## config.mk

```make
export PLATFORM = sky130hd
export DESIGN_NAME = pla_misex2_resp_capture
export DESIGN_NICKNAME = d
export VERILOG_FILES = /design/src/rtl/pla_misex2_resp_capture.sv
export SDC_FILE = /design/constraint.sdc
export NUM_CORES = 1
export LEC_CHECK = 0
export ABC_CLOCK_PERIOD_IN_PS = 1600
export BUFFER_PORTS_ARGS = -buffer_cell sky130_fd_sc_hd__clkbuf_2
export CORE_MARGIN = 2
export CORE_UTILIZATION = 51
export CTS_BUF_LIST = sky130_fd_sc_hd__clkbuf_8
export DETAILED_ROUTE_END_ITERATION = 8
export PLACE_DENSITY = 0.78
export SYNTH_ARGS = -nofsm -noshare
export SYNTH_HDL_FRONTEND = slang
export SYNTH_SLANG_ARGS = --single-unit
```

## constraint.sdc

```tcl
create_clock -name clk -period 1.6 [get_ports clk]
set_input_delay 0.08 -clock clk [delete_from_list [all_inputs] [get_ports clk]]
set_output_delay 0.08 -clock clk [all_outputs]
set_load 0.1 [all_outputs]
```

## src/rtl/pla_misex2_resp_capture.sv

```systemverilog
// Response capture for the misex2 PLA: 2-entry output buffer, 18-bit MISR, vector counter.
// Optional parity tracking is enabled with `define PLA_MISEX2_RESP_PARITY_EN.
module pla_misex2_resp_capture #(
  parameter int          NUM_VEC = 256,
  parameter logic [17:0] SEED    = 18'h00000,
  parameter logic [17:0] POLY    = 18'h00081
) (
  input  logic        clk,
  input  logic        rst_n,
  input  logic        start,
  input  logic        clear,
  input  logic        in_valid,
  output logic        in_ready,
  input  logic [17:0] in_resp,
`ifdef PLA_MISEX2_RESP_PARITY_EN
  input  logic        in_par,
  output logic        out_par,
  output logic        par_err,
`endif
  output logic        out_valid,
  input  logic        out_ready,
  output logic [17:0] out_resp,
  output logic [17:0] sig,
  output logic [15:0] vec_cnt,
  output logic        busy,
  output logic        done
);

  typedef enum logic [1:0] {IDLE, RUN, DONE} state_t;

  localparam logic [15:0] LAST_VEC = 16'(NUM_VEC - 1);
  localparam logic [15:0] MAX_VEC  = 16'(NUM_VEC);

  state_t      state_q;
  logic [17:0] sig_q, sig_d;
  logic [15:0] cnt_q;
  logic [17:0] mem_q [2];
  logic        rd_ptr_q, wr_ptr_q;
  logic [1:0]  occ_q;
  logic        accept, pop;

  assign in_ready  = (state_q == RUN) && (occ_q != 2'd2);
  assign accept    = in_valid & in_ready;
  assign out_valid = (occ_q != 2'd0);
  assign pop       = out_valid & out_ready;
  assign out_resp  = out_valid ? mem_q[rd_ptr_q] : 18'h0;
  assign sig       = sig_q;
  assign vec_cnt   = cnt_q;
  assign busy      = (state_q == RUN);
  assign done      = (state_q == DONE);

  // Shift left, fold the carry-out back through POLY, then mix in the new word.
  assign sig_d = {sig_q[16:0], 1'b0} ^ (sig_q[17] ? POLY : 18'h0) ^ in_resp;

`ifdef PLA_MISEX2_RESP_PARITY_EN
  logic mem_par_q [2];
  logic par_err_q;
  assign out_par = out_valid ? (mem_par_q[rd_ptr_q] ^ (^out_resp)) : 1'b0;
  assign par_err = par_err_q;
`endif

  always_ff @(posedge clk or negedge rst_n) begin
    if (!rst_n) begin
      state_q   <= IDLE;
      sig_q     <= SEED;
      cnt_q     <= 16'h0;
`ifdef PLA_MISEX2_RESP_PARITY_EN
      par_err_q <= 1'b0;
`endif
    end else if (clear) begin
      state_q   <= IDLE;
      sig_q     <= SEED;
      cnt_q     <= 16'h0;
`ifdef PLA_MISEX2_RESP_PARITY_EN
      par_err_q <= 1'b0;
`endif
    end else begin
      unique case (state_q)
        IDLE, DONE: begin
          if (start) begin
            state_q   <= RUN;
            sig_q     <= SEED;
            cnt_q     <= 16'h0;
`ifdef PLA_MISEX2_RESP_PARITY_EN
            par_err_q <= 1'b0;
`endif
          end
        end
        RUN: begin
          if (accept) begin
            sig_q <= sig_d;
            if (cnt_q != MAX_VEC) cnt_q <= cnt_q + 16'd1;
            if (cnt_q == LAST_VEC) state_q <= DONE;
`ifdef PLA_MISEX2_RESP_PARITY_EN
            if (in_par != (^in_resp)) par_err_q <= 1'b1;
`endif
          end
        end
        default: state_q <= IDLE;
      endcase
    end
  end

  // Buffer keeps draining outside RUN; only clear or reset flush it.
  always_ff @(posedge clk or negedge rst_n) begin
    if (!rst_n) begin
      mem_q[0]  <= 18'h0;
      mem_q[1]  <= 18'h0;
      rd_ptr_q  <= 1'b0;
      wr_ptr_q  <= 1'b0;
      occ_q     <= 2'd0;
`ifdef PLA_MISEX2_RESP_PARITY_EN
      mem_par_q[0] <= 1'b0;
      mem_par_q[1] <= 1'b0;
`endif
    end else if (clear) begin
      rd_ptr_q  <= 1'b0;
      wr_ptr_q  <= 1'b0;
      occ_q     <= 2'd0;
    end else begin
      if (accept) begin
        mem_q[wr_ptr_q] <= in_resp;
`ifdef PLA_MISEX2_RESP_PARITY_EN
        mem_par_q[wr_ptr_q] <= in_par;
`endif
        wr_ptr_q <= ~wr_ptr_q;
      end
      if (pop) rd_ptr_q <= ~rd_ptr_q;
      unique case ({accept, pop})
        2'b10:   occ_q <= occ_q + 2'd1;
        2'b01:   occ_q <= occ_q - 2'd1;
        default: occ_q <= occ_q;
      endcase
    end
  end

endmodule

```

== Word level (Yosys, flattened, before mapping) ==
Index checks and enable logic that the tools add are counted.

* Output and inout bits: 56
* Input bits: 24
* Bits in registers: 76

* Bitwise logic cells: 9
* Reduce and logical (&&, ||, !) cells: 13
* $lt $le $gt $ge: 3
* Multiplexer cells: 28
* Equality and inequality tests: 11
* Add/sub/neg operators: 3

{| class="wikitable"
|+ Operators with widths
! kind !! count
|-
| $mux 18 || 8
|-
| $mux 16 || 4
|-
| $bwmux 36 || 1
|-
| $pmux 18 s2 || 1
|-
| $pmux 16 s2 || 1
|-
| $demux 18 s1 || 1
|-
| $xor 18x18->18 || 1
|-
| $xor 18x8->18 || 1
|-
| $add 16x1->16 const B || 1
|-
| $eq 16x8->1 const B || 1
|-
| $ne 16x9->1 const B || 1
|-
| $mux 2 || 5
|-
| $ne 3x2->1 const B || 3
|-
| $mux 8 || 1
|-
| $pmux 2 s2 || 2
|-
| $reduce_and 3->1 || 2
|-
| $reduce_bool 2->1 || 3
|-
| $reduce_bool 3->1 || 2
|-
| $eq 2x1->1 const B || 2
|-
| $eq 2x2->1 const B || 2
|-
| $ge 2x2->1 const B || 2
|-
| $mux 1 || 4
|-
| $not 1->2 || 2
|-
| $reduce_and 4->1 || 1
|-
| other kinds (11) || 15
|}

== Logic depth before layout (Yosys ltp) ==
Gate-level depths: netlist (run 1).

* Word-level depth: 6
* Gate-level depth with buffers: 6

== Worst setup path before layout (run 1) ==
Ideal clock, no wire load.

* Path type: reg2out
* Start: register rd_ptr_q
* End: output out_resp[10]
* Setup slack: -0.674 ns
* Cell stages (with the launch flop): 5
* Path buffers: 2
* Data required time: 1.520 ns
* Arrival time: 2.194 ns
* Path through: dfrtp_1 > buf_2 > buf_2 > mux2i_1 > nor2_1

* Cells in the longest elaborated chain, start to end: 5

{| class="wikitable"
|+ RTL lines
! element !! line !! source
|-
| start: declaration || 38 || <nowiki>logic rd_ptr_q, wr_ptr_q;</nowiki>
|-
| start signal: assignment || 128 || <nowiki>if (pop) rd_ptr_q <= ~rd_ptr_q;</nowiki>
|-
| $not 1->2 (implied by the code) || 46 || <nowiki>assign out_resp = out_valid ? mem_q[rd_ptr_q] : 18'h0;</nowiki>
|-
| $mux 18 (implied by the code) (3 in series) || 46 ||
|-
| $mux 18 || 46 ||
|-
| end: declaration || 22 || <nowiki>output logic [17:0] out_resp,</nowiki>
|}

Every way passes these cells. The select of a mux whose other input is x is not followed.

== Worst setup path in the final report (run 1) ==
* Start: register state_q[0]
* End: register sig_q[13], in the netlist sig[13]

* Cells in the longest elaborated chain, start to end: 5
* Elaborated cells on any way between the ends: 12
* Those cells by class: eq/ne (4); mux (2); bitwise (1); reduce/logical (5)

{| class="wikitable"
|+ RTL lines
! element !! line !! source
|-
| start: declaration || 34 || <nowiki>state_t state_q;</nowiki>
|-
| start signal: assignment || 64 || <nowiki>state_q <= IDLE;</nowiki>
|-
| start signal: assignment || 71 || <nowiki>state_q <= IDLE;</nowiki>
|-
| start signal: assignment || 81 || <nowiki>state_q <= RUN;</nowiki>
|-
| $eq 2x1->1 || 42, 78 ||
|-
| $logic_and 1x1->1 || 42 || <nowiki>assign in_ready = (state_q == RUN) && (occ_q != 2'd2);</nowiki>
|-
| $and 1x1->1 || 43 || <nowiki>assign accept = in_valid & in_ready;</nowiki>
|-
| $ne 3x2->1 (no line) || - ||
|-
| $reduce_and 3->1 (no line) || - ||
|-
| end signal: assignment || 91 || <nowiki>sig_q <= sig_d;</nowiki>
|-
| end: declaration || 35 || <nowiki>logic [17:0] sig_q, sig_d;</nowiki>
|}

Parallel ways exist; a longest one is shown, timed or not.
A chain may end at the register's enable or synchronous reset.

==> impl_metrics.toml, run 1 <==
[synth]
ys_types = 49
synth_edf_count = 0
async_reset_ff_share_pct = 100.0
syn-cell-area_mm2 = 0.003812
yosys_warnings = 0
yosysTopAreaCell = "dfrtp_1"
syn-num-nets = 368
synth_area_leaders = "dfrtp_1 (50%), mux2_2 (7.7%), mux2i_1 (5.0%)"
postSynthAreaPerCell_um2 = 11.15
synth.most_common_cell = "dfrtp_1"
synth_top_cells_by_count = "dfrtp_1 (76), nand2_1 (30), nor2_1 (29)"
ys.flop_type = "dfrtp_1"
netlist_instances = 342
yosysTopAreaCellShare_pct = 49.89
ys_seq_area_share_pct = 49.89
ys_seq_elements = 76

[grt]
antenna_found_initial = 0
gr-usage-met1_pct = 36.15
top_usage_layer = "met2"
grt_pass1_wl_mm = 16.45
grt_use_met3_pct = 4.007
track_usage_pct = 25.26
grt_use_met2_pct = 39.37
grt_pass1_vias = 3175
gr-total-overflow = 0
grt_max_degree = 47

[floorplan]
die_x_um = 90.46
rows = 31
ios = 80
start_util_pct = 52.56
core_area_mm2 = 0.007253
die_area_mm2 = 0.008183
fp.dieH_um = 90.46

[placement]
place_area_mm2 = 0.005050
gp_congestion = 0.8843
io_buffers = 79
placed_cells = 532
post-dp-hpwl_mm = 6.866
pre_cts_ws_ps = -38.65

[clock_tree]
cts_buffer_depth = 2
cts_tree = "done"
htree_levels = 3
root_buffer = "clkbuf_8"
path_clk_slew_ps = 90
cts_made_buffers = 9
clk_latency_ps = 360
cts_sinks = 76

[critical_path]
cp_slowest_cell = "dfrtp_1"
arrival_ps = 1970
cp-startpoint = "state_q[0]"
reg2reg_depth = 7
crit_top_cell = "buf_6"
path_buf_inv = 3
path_class = "register to register"
cpPeakStageDelay_ps = 440
rr_endpoint = "sig[13]"
crit_chain = "nand2b_4 -> clkinv_8 -> a311oi_4 -> buf_6 -> buf_6 -> nand2_1 -> o31ai_1"
path_delay_family = "compound AO/OA/AOI/OAI gates"
reg2reg_from = "state_q[0]"
worstSetupEndpointType = "register"
startpoint_type = "register"
r2r_slack_ps = -110
path_max_fanout = 12
worst_ep_required_time_ps = 1860

[cells_and_area]
fillers = 419
fin_nets = 494
num_antenna_cells = 0
syn2layout_area_growth_pct = 48.38
layout-drive-gt1-share_pct = 52.01
fin_cells = 572
design_area_mm2 = 0.005657
postLayoutCoreUtil_pct = 77.99

[timing]
post-route-period-util_pct = 107.1
hold_viol_final = 0
slew_headroom_pct = 62.98
drv_slew = 0
fmax_mhz = 583.7
tightest_slew_ps = 557.7
tns_ps = -2470
hold_ws_ps = 9.430
fin_skew_ps = 14.37
setup-violations-final = 63
rsz0062_at_grt = "yes"
final.min_clock_period_ps = 1713
worst_slack_ps = -113.1

[flow_run]
maxCapViolations = 0

[power_and_ir_drop]
p_leak_nw = 2.464
powerDensity_mw_per_mm2 = 1081
irDropWorstVdd_uv = 503.4
total_power_mw = 6.117

[routing]
drc = 0
first_pass_iters = 5
vias = 3420
wl_per_cell_um = 20.19
vias_per_cell = 5.979
wirelength_mm = 11.55
drt_iter0_drc = 259
drtAntennaViolNets = 0

[min_path]
min_from = "in_resp[10]"
min_path_cells = 2
hold_class = "input port to register"
min_to = "mem_q[28]"

[outcome]
violations = "setup timing"
outcome = "finished, violations left"
-- cell type report --
cell class                 count  area [µm²]  area share, %
clock inverter                 6       63.81          1.128
timing repair buffer         133        1245          22.01
sequential                    76        1941          34.31
tap                           99       123.9          2.190
multi-input combinational    243        2108          37.27
clock buffer                  10       137.6          2.433
inverter                       5       37.54         0.6636
-- where the power goes --
group	internal [mW]	switching (mW)	leakage, nW
combinational	0.873	1.23	1.39
clock	0.759	0.734	0.0983
sequential	2.25	0.269	0.974
-- logic make-up (layout without fill, tap and decap cells) --
kind of cell / Yosys count / after routing / share of synthesized area, %
compound gates: 64 / 64 / 12.05
buf+inv: 23 / 154 / 3.085
mux: 55 / 55 / 15.62
flops: 76 / 76 / 49.89
xor+xnor: 22 / 22 / 5.054
simple gates: 100 / 100 / 13.65
fa+ha+maj: 2 / 2 / 0.6563
-- worst reg2reg max path: cells and delay by family, from the launching register on --
family | cells | cell delay (ps)
compound gates | 2 | 500
buf+inv | 3 | 400
flops | 1 | 440
simple gates | 2 | 270
-- placed cells by master, fill, tap and decap left out, drive strengths merged, types with 12 or more instances in the layout --
master,Yosys,final
dfrtp,76,76
clkbuf,7,67
buf,11,66
mux2,36,36
nand2,31,31
nor2,29,29
o31ai,21,21
xnor2,19,19
mux2i,19,19
o21ai,12,12
-- worst max-delay path by stage --
stage / endpoint / slack (ps) / cells after the start
5_1_grt: vec_cnt[0] / -190 / 6
4_1_cts: out_valid / -70 / 5
3_5_place_dp: sig[16] / -40 / 3
2_1_floorplan: mem_q[26] / -300 / 6
6_report: sig[13] / -110 / 7
3_3_place_gp: sig[8] / 20 / 3
-- metal layers --
layer | share of wire [%] | vias to the layer above
met5 | 0 | -
li1 | - | 1491
met2 | 50 | 191
met4 | 2.6 | 0
met1 | 40 | 1706
met3 | 7.1 | 32
-- state kept, by name, indices dropped and copies added (netlist names) --
| signal | cells |
|---|---|
| vec_cnt | 16 |
| occ_q | 2 |
| wr_ptr_q | 1 |
| state_q | 2 |
| sig | 18 |
| rd_ptr_q | 1 |
| mem_q | 36 |
-- what timing repair did --
action                                  4_1_cts  5_1_grt
hold endpoints to repair                     42        0
hold buffers                                 10        0
endpoints found under the setup margin       37       65
pin swaps                                     9        8
gates cloned                                  0        4
resized for setup                             9       52
setup buffers                                 2        8
Power figures use the tool's default switching activity.
==> run 2: changes to the inputs <==
SETUP_SLACK_MARGIN = 0.15   (was unset)
==> run 2 against run 1 <==
  * The run still ends with setup timing left
  * Final cell count rose by 6.6%
  * Hold slack improved by 8.2 ps
  * Core utilization rose by 17 points
  * First-iteration DRC count rose by 78%
  * Largest cell class unchanged
  * Highest routed layer unchanged
==> impl_metrics.toml, run 2 (synthesis results as in run 1) <==
[timing]
tns_ps = -10340
worst_slack_ps = -228.2
hold_ws_ps = 17.68
final.min_clock_period_ps = 1828
hold_viol_final = 0
fmax_mhz = 547.0
tightest_slew_ps = 816.9
setup-violations-final = 90
slew_headroom_pct = 45.54
drv_slew = 0
post-route-period-util_pct = 114.3
rsz0062_at_grt = "yes"
fin_skew_ps = 18.83

[outcome]
violations = "setup timing"
outcome = "finished, violations left"

[routing]
drtAntennaViolNets = 0
drt_iter0_drc = 461
drc = 0
wl_per_cell_um = 30.78
wirelength_mm = 18.77
vias_per_cell = 6.828
first_pass_iters = 6
vias = 4165

[floorplan]
start_util_pct = 52.56
die_area_mm2 = 0.008183
die_x_um = 90.46
ios = 80
fp.dieH_um = 90.46
rows = 31
core_area_mm2 = 0.007253

[min_path]
hold_class = "input port to register"

[grt]
gr-total-overflow = 0
grt_pass1_vias = 3672
grt_max_degree = 45
track_usage_pct = 32.22
grt_pass1_wl_mm = 20.48
antenna_found_initial = 0

[cells_and_area]
top_register = "mem_q"
fin_nets = 532
num_antenna_cells = 0
final_common_cell = "dfrtp_1"
layout-drive-gt1-share_pct = 70.25
most-common-layout-cells = "dfrtp_1 (56), clkbuf_2 (42), buf_4 (38)"
fillers = 155
largest_register_ffs = 36
syn2layout_area_growth_pct = 81.46

[critical_path]
worst_ep_required_time_ps = 1860
worstSetupEndpointType = "register"
arrival_ps = 2090
startpoint_type = "register"
path_max_fanout = 7
path_class = "register to register"

[placement]
post-dp-hpwl_mm = 7.047
gp_congestion = 0.9063
io_buffers = 79

[power_and_ir_drop]
powerDensity_mw_per_mm2 = 982.3
p_leak_nw = 3.029
irDropWorstVdd_uv = 819.9

[clock_tree]
cts_buffer_depth = 2
cts_sinks = 76
htree_levels = 3
cts_made_buffers = 9
cts_tree = "done"
root_buffer = "clkbuf_8"
clk_latency_ps = 370
path_clk_slew_ps = 110

[flow_run]
maxCapViolations = 0
[run 2: cell types whose count changed in the layout (fill, tap and decap cells not counted), sizes merged]
cell         before  now
clkbuf           67   64
buf              66  104
dlygate4sd3      10    9
clkinv            4    3
bufinv            1    0
inv               3    7
nand2            31   34
clkinvlp          3    2
[run 2: power breakdown]
group | internal [mW] | total [mW] | switching, mW
Sequential | 2.25 | 2.60 | 0.357
Combinational | 1.16 | 2.71 | 1.55
Clock | 0.588 | 1.49 | 0.897
Total | 4.00 | 6.80 | 2.80
[run 2: what timing repair did]
item,4_1_cts,5_1_grt
setup buffers,22,21
hold buffers,8,1
setup endpoints to repair,93,100
hold endpoints to repair,84,1
gates resized for setup,81,141
cloned,7,7
pin swaps,21,34
[run 2: layout make-up]
cell class                      instances  area, µm²  share of cell area, %
Tap cell                               99      123.9                  1.791
Clock inverter                          7      56.30                 0.8139
Multi-Input combinational cell        246       2795                  40.41
Clock buffer                            9      123.9                  1.791
Timing Repair Buffer                  168       1829                  26.44
Inverter                                5      40.04                 0.5788
Sequential cell                        76       1949                  28.18
[run 2: per-stage QoR]
step	instances	instance area, µm²	util, %	setup slack [ps]	total power [mW]
after floorplan	342	4153	-	-228.3	3.838
after global placement	528	5050	69.62	48.09	4.268
after detailed placement	528	5050	69.62	-51.04	4.366
after CTS	581	5977	82.40	-47.37	6.092
after global routing	610	6918	95.38	-326.4	6.930
final	610	6918	95.38	-228.2	6.796
[run 2: worst paths after layout]
check / slack (ps) / depth (start not counted) / start / endpoint
worst max-delay path: -230 / 5 / vec_cnt[12] / vec_cnt[0]
worst min-delay path: 20 / 2 / in_resp[16] / mem_q[34]
worst max register to register: -230 / 5 / vec_cnt[12] / vec_cnt[0]
worst min register to register: 530 / 1 / mem_q[32] / mem_q[32]
max in group asynchronous: 870 / 3 / rst_n / vec_cnt[8]
min in group asynchronous: 160 / 2 / rst_n / mem_q[8]
[run 2: routing by layer]
layer	track usage, %	vias up	part of all wire (%)
met1	39.51	2055	35
met5	0	-	0
met3	7.179	150	8.0
met4	11.67	0	9.0
met2	55.78	380	48
li1	-	1580	-
[run 2: critical path, cell delays in order, from the launching register on]
cell and delay [ps]:
dfrtp_2 510, nor3_2 420, nand4_1 260, buf_6 210, a21oi_2 140, o21ba_4 170
